==> src/rtl/inst_fetch_queue_if.sv <==
// Handshake bundle around the instruction fetch queue: PC-stage address input,
// instruction-memory request/response, flush, and the decode-side output.
interface inst_fetch_queue_if #(
  parameter int ADDR_W = 32,
  parameter int DATA_W = 32
);
  logic [ADDR_W-1:0] addr_in;
  logic              addr_valid;
  logic              addr_ready;
  logic              mem_req_valid;
  logic              mem_req_ready;
  logic [ADDR_W-1:0] mem_req_addr;
  logic              mem_rsp_valid;
  logic [DATA_W-1:0] mem_rsp_data;
  logic              flush;
  logic              inst_valid;
  logic              inst_ready;
  logic [DATA_W-1:0] inst_data;
  logic [ADDR_W-1:0] inst_pc;

  // queue side
  modport slave (
    input  addr_in, addr_valid, mem_req_ready, mem_rsp_valid, mem_rsp_data,
           flush, inst_ready,
    output addr_ready, mem_req_valid, mem_req_addr, inst_valid, inst_data, inst_pc
  );

  // environment side (PC stage, memory, decode)
  modport master (
    output addr_in, addr_valid, mem_req_ready, mem_rsp_valid, mem_rsp_data,
           flush, inst_ready,
    input  addr_ready, mem_req_valid, mem_req_addr, inst_valid, inst_data, inst_pc
  );
endinterface

==> src/rtl/inst_fetch_queue.sv <==
// In-order instruction fetch queue: allocates a ring slot per issued request,
// fills slots from in-order memory responses, and pops {pc, data} to decode.
module inst_fetch_queue #(
  parameter int DEPTH  = 4,
  parameter int ADDR_W = 32,
  parameter int DATA_W = 32
) (
  input  logic            clk,
  input  logic            rst_n,
  inst_fetch_queue_if.slave fq
);
  localparam int IW = $clog2(DEPTH);
  localparam int PW = IW + 1;

  logic [PW-1:0]     wr_q, wr_d, fill_q, fill_d, rd_q, rd_d, drop_q, drop_d;
  logic [ADDR_W-1:0] pc_q   [DEPTH];
  logic [ADDR_W-1:0] pc_d   [DEPTH];
  logic [DATA_W-1:0] data_q [DEPTH];
  logic [DATA_W-1:0] data_d [DEPTH];
  logic [DEPTH-1:0]  filled_q, filled_d;

  logic [IW-1:0] wr_idx_s, fill_idx_s, rd_idx_s;
  logic [PW-1:0] occ_s;
  logic [PW:0]   credit_sum_s;
  logic          credit_ok_s, fire_s, pop_s, inst_valid_s;

  assign wr_idx_s     = wr_q[IW-1:0];
  assign fill_idx_s   = fill_q[IW-1:0];
  assign rd_idx_s     = rd_q[IW-1:0];
  assign occ_s        = wr_q - rd_q;
  // outstanding-but-dropped responses still hold memory credit after a flush
  assign credit_sum_s = {1'b0, occ_s} + {1'b0, drop_q};
  assign credit_ok_s  = (credit_sum_s < (PW+1)'(DEPTH));

  assign fq.mem_req_valid = fq.addr_valid & credit_ok_s & ~fq.flush;
  assign fq.addr_ready    = fq.mem_req_ready & credit_ok_s & ~fq.flush;
  assign fq.mem_req_addr  = fq.addr_in;

  assign inst_valid_s  = filled_q[rd_idx_s] & ((rd_q != fill_q) | filled_q[rd_idx_s]);
  assign fq.inst_valid = inst_valid_s;
  assign fq.inst_data  = data_q[rd_idx_s];
  assign fq.inst_pc    = pc_q[rd_idx_s];

  assign fire_s = fq.addr_valid & fq.addr_ready;
  assign pop_s  = inst_valid_s & fq.inst_ready & ~fq.flush;

  // next-state for pointers, drop counter and ring slots
  always_comb begin
    wr_d     = wr_q;
    fill_d   = fill_q;
    rd_d     = rd_q;
    drop_d   = drop_q;
    pc_d     = pc_q;
    data_d   = data_q;
    filled_d = filled_q;
    if (fq.flush) begin
      wr_d     = wr_q;
      fill_d   = wr_q;
      rd_d     = wr_q;
      filled_d = '0;
      drop_d   = drop_q + (wr_q - fill_q) - (fq.mem_rsp_valid ? PW'(1) : PW'(0));
    end else begin
      if (fire_s) begin
        pc_d[wr_idx_s]     = fq.addr_in;
        filled_d[wr_idx_s] = 1'b0;
        wr_d               = wr_q + PW'(1);
      end else begin
        wr_d = wr_q;
      end
      if (fq.mem_rsp_valid && (drop_q != PW'(0))) begin
        drop_d = drop_q - PW'(1);
      end else if (fq.mem_rsp_valid) begin
        data_d[fill_idx_s]   = fq.mem_rsp_data;
        filled_d[fill_idx_s] = 1'b1;
        fill_d               = fill_q + PW'(1);
      end else begin
        fill_d = fill_q;
      end
      if (pop_s) begin
        filled_d[rd_idx_s] = 1'b0;
        rd_d               = rd_q + PW'(1);
      end else begin
        rd_d = rd_q;
      end
    end
  end

  // state registers, cleared asynchronously by rst_n
  always_ff @(posedge clk or negedge rst_n) begin
    if (!rst_n) begin
      wr_q     <= '0;
      fill_q   <= '0;
      rd_q     <= '0;
      drop_q   <= '0;
      filled_q <= '0;
      for (int i = 0; i < DEPTH; i++) begin
        pc_q[i]   <= '0;
        data_q[i] <= '0;
      end
    end else begin
      wr_q     <= wr_d;
      fill_q   <= fill_d;
      rd_q     <= rd_d;
      drop_q   <= drop_d;
      filled_q <= filled_d;
      pc_q     <= pc_d;
      data_q   <= data_d;
    end
  end
endmodule

==> src/flat_wrapper.sv <==
// flat-port wrapper written by rule: the top's interface ports become plain ports
module inst_fetch_queue_flat 
#(
  parameter int DEPTH  = 4,
  parameter int ADDR_W = 32,
  parameter int DATA_W = 32
)
  (clk, rst_n, fq_addr_in, fq_addr_valid, fq_mem_req_ready, fq_mem_rsp_valid, fq_mem_rsp_data, fq_flush, fq_inst_ready, fq_addr_ready, fq_mem_req_valid, fq_mem_req_addr, fq_inst_valid, fq_inst_data, fq_inst_pc);
  inst_fetch_queue_if #(.ADDR_W(ADDR_W), .DATA_W(DATA_W)) fq_i ();
  input  logic clk;
  input  logic rst_n;
  input wire logic [$bits(fq_i.addr_in)-1:0] fq_addr_in;
  input wire logic [$bits(fq_i.addr_valid)-1:0] fq_addr_valid;
  input wire logic [$bits(fq_i.mem_req_ready)-1:0] fq_mem_req_ready;
  input wire logic [$bits(fq_i.mem_rsp_valid)-1:0] fq_mem_rsp_valid;
  input wire logic [$bits(fq_i.mem_rsp_data)-1:0] fq_mem_rsp_data;
  input wire logic [$bits(fq_i.flush)-1:0] fq_flush;
  input wire logic [$bits(fq_i.inst_ready)-1:0] fq_inst_ready;
  output wire logic [$bits(fq_i.addr_ready)-1:0] fq_addr_ready;
  output wire logic [$bits(fq_i.mem_req_valid)-1:0] fq_mem_req_valid;
  output wire logic [$bits(fq_i.mem_req_addr)-1:0] fq_mem_req_addr;
  output wire logic [$bits(fq_i.inst_valid)-1:0] fq_inst_valid;
  output wire logic [$bits(fq_i.inst_data)-1:0] fq_inst_data;
  output wire logic [$bits(fq_i.inst_pc)-1:0] fq_inst_pc;
  assign fq_i.addr_in = fq_addr_in;
  assign fq_i.addr_valid = fq_addr_valid;
  assign fq_i.mem_req_ready = fq_mem_req_ready;
  assign fq_i.mem_rsp_valid = fq_mem_rsp_valid;
  assign fq_i.mem_rsp_data = fq_mem_rsp_data;
  assign fq_i.flush = fq_flush;
  assign fq_i.inst_ready = fq_inst_ready;
  assign fq_addr_ready = fq_i.addr_ready;
  assign fq_mem_req_valid = fq_i.mem_req_valid;
  assign fq_mem_req_addr = fq_i.mem_req_addr;
  assign fq_inst_valid = fq_i.inst_valid;
  assign fq_inst_data = fq_i.inst_data;
  assign fq_inst_pc = fq_i.inst_pc;
  inst_fetch_queue #(.DEPTH(DEPTH), .ADDR_W(ADDR_W), .DATA_W(DATA_W)) u_core (.clk(clk), .rst_n(rst_n), .fq(fq_i));
endmodule
==> config.mk <==
export PLATFORM = sky130hd
export DESIGN_NAME = inst_fetch_queue_flat
export DESIGN_NICKNAME = d
export VERILOG_FILES = /design/src/rtl/inst_fetch_queue_if.sv /design/src/rtl/inst_fetch_queue.sv /design/src/flat_wrapper.sv
export SDC_FILE = /design/constraint.sdc
export NUM_CORES = 1
export LEC_CHECK = 0
export BUFFER_PORTS_ARGS = -buffer_cell sky130_fd_sc_hd__buf_4
export CORE_MARGIN = 2
export CORE_UTILIZATION = 50
export CTS_BUF_LIST = sky130_fd_sc_hd__clkbuf_8
export DETAILED_ROUTE_END_ITERATION = 7
export PLACE_DENSITY = 0.86
export SYNTH_ARGS = -nofsm -noshare
export SYNTH_HDL_FRONTEND = slang
export SYNTH_SLANG_ARGS = --single-unit
==> constraint.sdc <==
create_clock -name clk -period 3.6 [get_ports clk]
set_clock_uncertainty 0.15 [all_clocks]
set_input_delay 0.36 -clock clk [delete_from_list [all_inputs] [get_ports clk]]
set_output_delay 0.36 -clock clk [all_outputs]
set_load 0.02 [all_outputs]
==> results.cfg, run 1 <==
[timing]
slew_viol_final = 0
period_needed_ns = 3.377
relSlewSlack_pct = 28.21
hold_viol = 0
max_freq_ghz = 0.2961
rsz0062_at_grt = no
setup_viol = 0
worst_pin_slew_ns = 1.077
fin_setup_tns_ns = 0
finalCritPeriodShare_pct = 93.81
hold_ws_ns = 0.06539
worst_slack_ns = 0.2227

[placement]
dpl.hpwl_um = 15540
io_buffer_count = 169
place_congestion = 0.7529
dp_slack_ns = 0.4492
dp_cells = 1224

[drt]
drt_wl_total_um = 26170
vias = 7394
wl_per_cell_um = 19.03
ant_nets = 0
drt-initial-drc-count = 386
via_per_inst = 5.377
dr.pass1.iters = 4
route.detailed.drc = 0

[setup_path]
path_delay_family = adder cells
crit_buf_inv = 4
cp-end-kind = output pin
cp_slowest_stage_delay_ns = 0.42
startpoint_type = flip-flop
path_class = flip-flop to output pin
cp_max_fo = 4
cp.arrival_ns = 2.87
path_cells = inv_1 > ha_1 > inv_1 > fa_1 > xor2_1 > xnor2_1 > ha_1 > nor3_4 > buf_4 > and3_1 > buf_4
critPathRequiredTime_ns = 3.09
critPathSlowestCell = dfrtp_1

[global_route]
grt.overflow.total = 0
grt_pass1_wl_um = 42640
grt.total_usage_pct = 20.42
grt_max_degree = 108
antenna_found_initial = 0
grt_pass1_vias = 8169

[cells_and_area]
syn_to_final_growth_pct = 24.30
fill_cells = 1840
layout-drive-gt1-share_pct = 56.46
nNetsFinal = 1105
antenna_cells = 0
final_cells = 1375

[clock_tree]
cts_sinks = 272
clk_pin_slew_ns = 0.06
cts-root-buf = clkbuf_8
cts_buffer_depth = 3
h-tree-depth = 2
clkLatencyLatePin_ns = 0.54
cts_buffers = 46
cts_tree = built

[yosys]
synth_warnings = 0
yosysSeqAreaShare_pct = 54.12
synth_seq_cells = 272
syn_inst = 784
syn-num-nets = 878
postSynthAreaPerCell_um2 = 16.04
ys_types = 39
synth.cell_area_mm2 = 0.01258

[floorplan]
die_w_um = 162.6
die_h_um = 162.6
io_pins = 170
rows = 58
core_area_mm2 = 0.02496
dieArea_mm2 = 0.02644
initial_core_util_pct = 50.38

[pwr]
switchingPower_mw = 3.773
leakagePower_nw = 7.792
swShare_pct = 31.53
pwr-share-comb_pct = 37.2
pwr-share-seq_pct = 39.6
p_clk_share_pct = 23.3
max-vdd-ir-drop_uv = 408.3
p_int_mw = 8.196
power.density_mw_per_mm2 = 765.7

[run]
max-cap-violations = 0

[status]
status = completed

[worst_hold_path]
min_path_type = input port to flip-flop
==> worst min-delay path: stages <==
cell and delay [ns]:
buf_4 0.15, nand4_1 0.13, xnor2_1 0.08
==> layer usage <==
| layer | wire length (um) | GRT usage [%] | vias to the layer above |
|---|---|---|---|
| li1 | - | - | 3330 |
| met1 | 11360 | 27.44 | 3836 |
| met2 | 13020 | 33.81 | 180 |
| met3 | 1202 | 4.074 | 48 |
| met4 | 585 | 6.476 | 0 |
| met5 | 0 | 0 | - |
==> power groups by stage <==
stage | clock network [mW] | logic [mW] | registers, mW
finish | 2.78 | 4.45 | 4.74
global route | 3.03 | 4.83 | 4.86
CTS | 2.86 | 4.49 | 4.72
detailed placement | 0 | 4.35 | 4.76
global placement | 0 | 4.23 | 4.69
floorplan | 0 | 3.16 | 4.56
==> metrics by stage <==
stage               area, um^2  utilization [%]  total power [mW]
floorplan                12580                -             7.718
global placement         13980            55.99             8.922
detailed placement       13980            55.99             9.119
CTS                      15630            62.59             12.07
global route             15630            62.62             12.71
finish                   15630            62.62             11.97
==> final cells by class <==
cell class / instances / area, um^2 / area share [%]
inverter: 17 / 63.81 / 0.4082
clock inverter: 21 / 118.9 / 0.7604
multi-input combinational: 419 / 5248 / 33.57
timing repair buffer: 255 / 2135 / 13.66
clock buffer: 61 / 839.6 / 5.371
sequential: 272 / 6814 / 43.59
tap: 330 / 412.9 / 2.641
==> state kept, by name (all words and copies together), names as in the netlist <==
name,count
u_core.data_q,128
u_core.drop_q,3
u_core.fill_q,3
u_core.filled_q,4
u_core.pc_q,128
u_core.rd_q,3
u_core.wr_q,3
==> cells in the final DEF, fill, tap and decap left out, types with 7 or more instances in the layout <==
cell type,count
ha_1,18
nand2_1,7
inv_1,29
xnor2_1,8
mux4_2,65
buf_4,182
mux2_2,258
clkbuf_8,61
dfrtp_1,270
dlygate4sd3_1,67
==> kinds of logic (layout without fill, tap and decap cells) <==
family / count (synthesis) / in the layout / share of synthesized area, %
xor gates and xnor gates: 10 / 10 / 0.8059
DFF: 272 / 272 / 54.12
and+or+nand+nor: 40 / 40 / 2.169
adders and majority gates: 23 / 23 / 2.587
muxes: 325 / 325 / 34.90
buffers and inverters: 93 / 354 / 4.169
AOI/OAI and AO/OA: 21 / 21 / 1.244
==> path summary, 6_finish.rpt <==
path | start | to | slack (ns) | cells after the start
max in group asynchronous | rst_n | u_core.pc_q[56] | 2.04 | 3
worst max-delay path | u_core.wr_q[0] | fq_addr_ready | 0.22 | 11
worst min register to register | u_core.pc_q[47] | u_core.pc_q[47] | 0.35 | 1
worst max register to register | u_core.wr_q[0] | u_core.pc_q[66] | 0.31 | 13
worst min-delay path | fq_addr_valid | u_core.wr_q[0] | 0.07 | 3
min in group asynchronous | rst_n | u_core.data_q[123] | 0.33 | 2
==> cell usage after synthesis <==
cell / number / area (um^2)
xnor3_1: 1 / 22.52
buf_1: 1 / 3.750
nand4_2: 4 / 50.05
nor3b_1: 2 / 15.01
nand4_1: 2 / 12.51
nor2b_1: 2 / 12.51
nand2_1: 7 / 26.28
mux2_2: 258 / 2905
nand2b_1: 2 / 12.51
a211oi_1: 2 / 15.01
a21boi_0: 1 / 7.510
nand3b_1: 1 / 7.510
a21oi_1: 4 / 20.02
buf_6: 1 / 11.26
and2_4: 1 / 8.760
xor2_1: 1 / 8.760
o21ai_0: 2 / 10.01
clkbuf_1: 6 / 22.52
dfrtp_1: 272 / 6807
nand3_1: 5 / 25.02
fa_1: 5 / 100.1
mux4_2: 65 / 1464
a31oi_1: 2 / 12.51
o21a_1: 3 / 22.52
o311a_1: 1 / 10.01
buf_4: 33 / 247.7
mux2i_1: 2 / 20.02
a311oi_1: 2 / 17.52
buf_2: 35 / 175.2
nor2_1: 3 / 11.26
and3b_1: 5 / 43.79
ha_1: 18 / 225.2
inv_1: 16 / 60.06
nor3_4: 1 / 16.27
clkinv_1: 1 / 3.750
o211a_1: 3 / 30.03
and3_1: 5 / 31.28
o221a_2: 1 / 11.26
xnor2_1: 8 / 70.07
==> repair_timing <==
action / in CTS / in global routing
setup endpoints to repair: 35 / 8
gates resized for setup: 1 / 2
endpoints found under the hold margin: 364 / 0
pin swaps: 1 / 0
setup buffers: 2 / 0
hold buffers: 67 / 0
(Power assumes the default switching activity.)
==> run 2: changes to the inputs <==
--- a/config.mk
+++ b/config.mk
@@ -5,12 +5,13 @@
 export SDC_FILE = /design/constraint.sdc
 export NUM_CORES = 1
 export LEC_CHECK = 0
+export ABC_AREA = 1
 export BUFFER_PORTS_ARGS = -buffer_cell sky130_fd_sc_hd__buf_4
 export CORE_MARGIN = 2
 export CORE_UTILIZATION = 50
 export CTS_BUF_LIST = sky130_fd_sc_hd__clkbuf_8
 export DETAILED_ROUTE_END_ITERATION = 7
-export PLACE_DENSITY = 0.86
+export PLACE_DENSITY = 0.85
 export SYNTH_ARGS = -nofsm -noshare
 export SYNTH_HDL_FRONTEND = slang
 export SYNTH_SLANG_ARGS = --single-unit
==> run 2 against run 1 <==
Against the previous run:
- clock-buffer cell count down 7
- area after synthesis up 1.0%
- critical path depth down 5
- sequential power up 5.7%
- design area shrank 2.7%
- via count rose by 45%
- clock power down 11%
- critical path type unchanged
==> results.cfg, run 2 <==
[yosys]
ys_types = 30
postSynthAreaPerCell_um2 = 8.824
yosysSeqAreaShare_pct = 53.57
synthMostInstantiatedCell = nand2_1
synth_top_area_cell = dfrtp_1
syn_inst = 1440
synth_warnings = 0
ys_top_cells_by_area = dfrtp_1 (54%), o21ai_0 (11%), nand2_1 (8.7%), nor2_1 (4.0%), o22ai_1 (3.2%)
ys.flop_type = dfrtp_1
synth.cell_area_mm2 = 0.01271
syn-num-nets = 1534
synth_seq_cells = 272
synth_top_area_share_pct = 53.57
synth-edff-count = 0
ys_top_cells_by_count = nand2_1 (296), o21ai_0 (289), dfrtp_1 (272)
async_reset_ff_share_pct = 100.0

[pwr]
max-vdd-ir-drop_uv = 481.9
swShare_pct = 41.52
pwr-share-comb_pct = 46.5
leakagePower_nw = 7.466
p_int_mw = 8.197
p_total_mw = 14.02
switchingPower_mw = 5.819
power.density_mw_per_mm2 = 921.2
pwr-share-seq_pct = 35.8
p_clk_share_pct = 17.7

[cells_and_area]
top_regs = u_core.data_q: 128 flops, u_core.pc_q: 128 flops, u_core.filled_q: 4 flops
nNetsFinal = 1700
final_cell_mix = nand2_1 (295), o21ai_0 (289), dfrtp_1 (269)
multi_input_area_mm2 = 0.004760
layout-drive-gt1-share_pct = 18.47
fill_cells = 2059
seqCellArea_mm2 = 0.006813
antenna_cells = 0
syn_to_final_growth_pct = 19.74
final_common_cell = nand2_1

[timing]
finalCritPeriodShare_pct = 95.11
slew_viol_final = 0
hold_viol = 0
setup_viol = 0
fin_setup_tns_ns = 0
period_needed_ns = 3.424
max_freq_ghz = 0.2921
rsz0062_at_grt = yes
worst_pin_slew_ns = 0.9217
relSlewSlack_pct = 38.55

[placement]
io_buffer_count = 169
place_congestion = 0.8417
dpl.hpwl_um = 18230

[setup_path]
cp-end-kind = output pin
startpoint_type = flip-flop
reg2reg_to = u_core.pc_q[52]
cp.arrival_ns = 2.91
rr_worst_depth = 15
cp_max_fo = 60
crit-reg2reg-launch = u_core.wr_q[0]
r2r_setup_slack_ns = 0.40
critPathRequiredTime_ns = 3.09
path_class = flip-flop to output pin

[floorplan]
die_h_um = 163.4
initial_core_util_pct = 50.75
io_pins = 170
dieArea_mm2 = 0.02670
core_area_mm2 = 0.02504
die_w_um = 163.4
rows = 58

[drt]
route.detailed.drc = 0
via_per_inst = 5.469
wl_per_cell_um = 15.91
ant_nets = 0
vias = 10750
dr.pass1.iters = 5
drt-initial-drc-count = 1154
drt_wl_total_um = 31270

[clock_tree]
cts_buffers = 43
cts_tree = built
clkLatencyLatePin_ns = 0.53
h-tree-depth = 2
cts_buffer_depth = 3
cts-root-buf = clkbuf_8
cts_sinks = 272
clk_pin_slew_ns = 0.06

[worst_hold_path]
hold_depth = 3
hold_start = fq_addr_in[25]
holdPathEnd = u_core.pc_q[25]
min_path_type = input port to flip-flop

[global_route]
grt_max_degree = 124
grt_pass1_wl_um = 51410
antenna_found_initial = 0
grt.overflow.total = 0
grt_pass1_vias = 10500
grt.total_usage_pct = 23.63

[status]
status = completed

[run]
max-cap-violations = 0
run 2: worst max path at each step:
stage                      endpoint  slack (ns)      startpoint  cells after the start
finish               fq_inst_pc[30]        0.18  u_core.rd_q[0]                      6
global route          fq_addr_ready       -0.02  u_core.wr_q[0]                     13
CTS                   fq_addr_ready        0.05  u_core.wr_q[0]                     13
detailed placement  u_core.pc_q[65]        0.36  u_core.wr_q[0]                     14
global placement    u_core.pc_q[40]        0.52  u_core.wr_q[0]                     14
floorplan             fq_addr_ready        0.58  u_core.rd_q[1]                     12
run 2: worst max-delay path, stage by stage, from the launching register on:
cell	delay, ns
dfrtp_4	0.43
buf_4	0.53
clkinv_4	0.45
buf_4	0.38
o21ai_0	0.25
o22ai_1	0.12
buf_4	0.17
run 2: what timing repair did:
| item | CTS | global route |
|---|---|---|
| buffers inserted | 1 | 0 |
| gates resized for setup | 1 | 6 |
| hold buffers | 58 | 0 |
| setup endpoints to repair | 34 | 9 |
| hold endpoints to repair | 272 | 0 |
| pin swaps | 1 | 1 |
run 2: cells by family after synthesis:
group	after synthesis	share of synthesized area [%]
XOR/XNOR	7	0.4825
AND/OR/NAND/NOR	453	14.10
flip-flops	272	53.57
buffers and inverters	218	9.148
adder cells (fa/ha/maj)	23	2.560
AO/OA/AOI/OAI	467	20.14
run 2: layout make-up:
class / instances / area share, %
Sequential cell: 272 / 44.78
Multi-Input combinational cell: 950 / 31.28
Timing Repair Buffer: 249 / 13.56
Clock buffer: 54 / 4.885
Tap cell: 330 / 2.714
Inverter: 90 / 2.270
Clock inverter: 20 / 0.5099
run 2: layer usage:
metal / GRT usage, % / routed length, um / share of wire, % / vias to the layer above
li1: - / - / - / 5063
met1: 31.51 / 13260 / 42 / 5191
met2: 39.55 / 15370 / 49 / 423
met3: 3.377 / 1835 / 5.9 / 70
met4: 8.528 / 811 / 2.6 / 0
met5: 0 / 0 / 0 / -
run 2: per-stage QoR:
stage                     worst slack, ns  cell area (um^2)  utilization (%)  cells  hold slack, ns
after global routing             -0.01527             15210            60.77   1965         0.01771
final                              0.1762             15210            60.77   1965         0.02107
after detailed placement           0.3589             13790            55.08   1832          0.3131
after floorplan                    0.5780             12710                -   1440        -0.08559
after CTS                         0.04589             15200            60.72   1965       0.0008838
after global placement             0.5247             13790            55.08   1832          0.3103
run 2: power by group through the flow:
stage / Combinational, mW / Clock (mW) / Sequential, mW
after floorplan: 4.30 / 0 / 4.84
after global placement: 6.13 / 0 / 4.96
after detailed placement: 6.34 / 0 / 5.02
after CTS: 6.47 / 2.53 / 4.98
after global routing: 7.20 / 2.67 / 5.15
final: 6.52 / 2.48 / 5.01
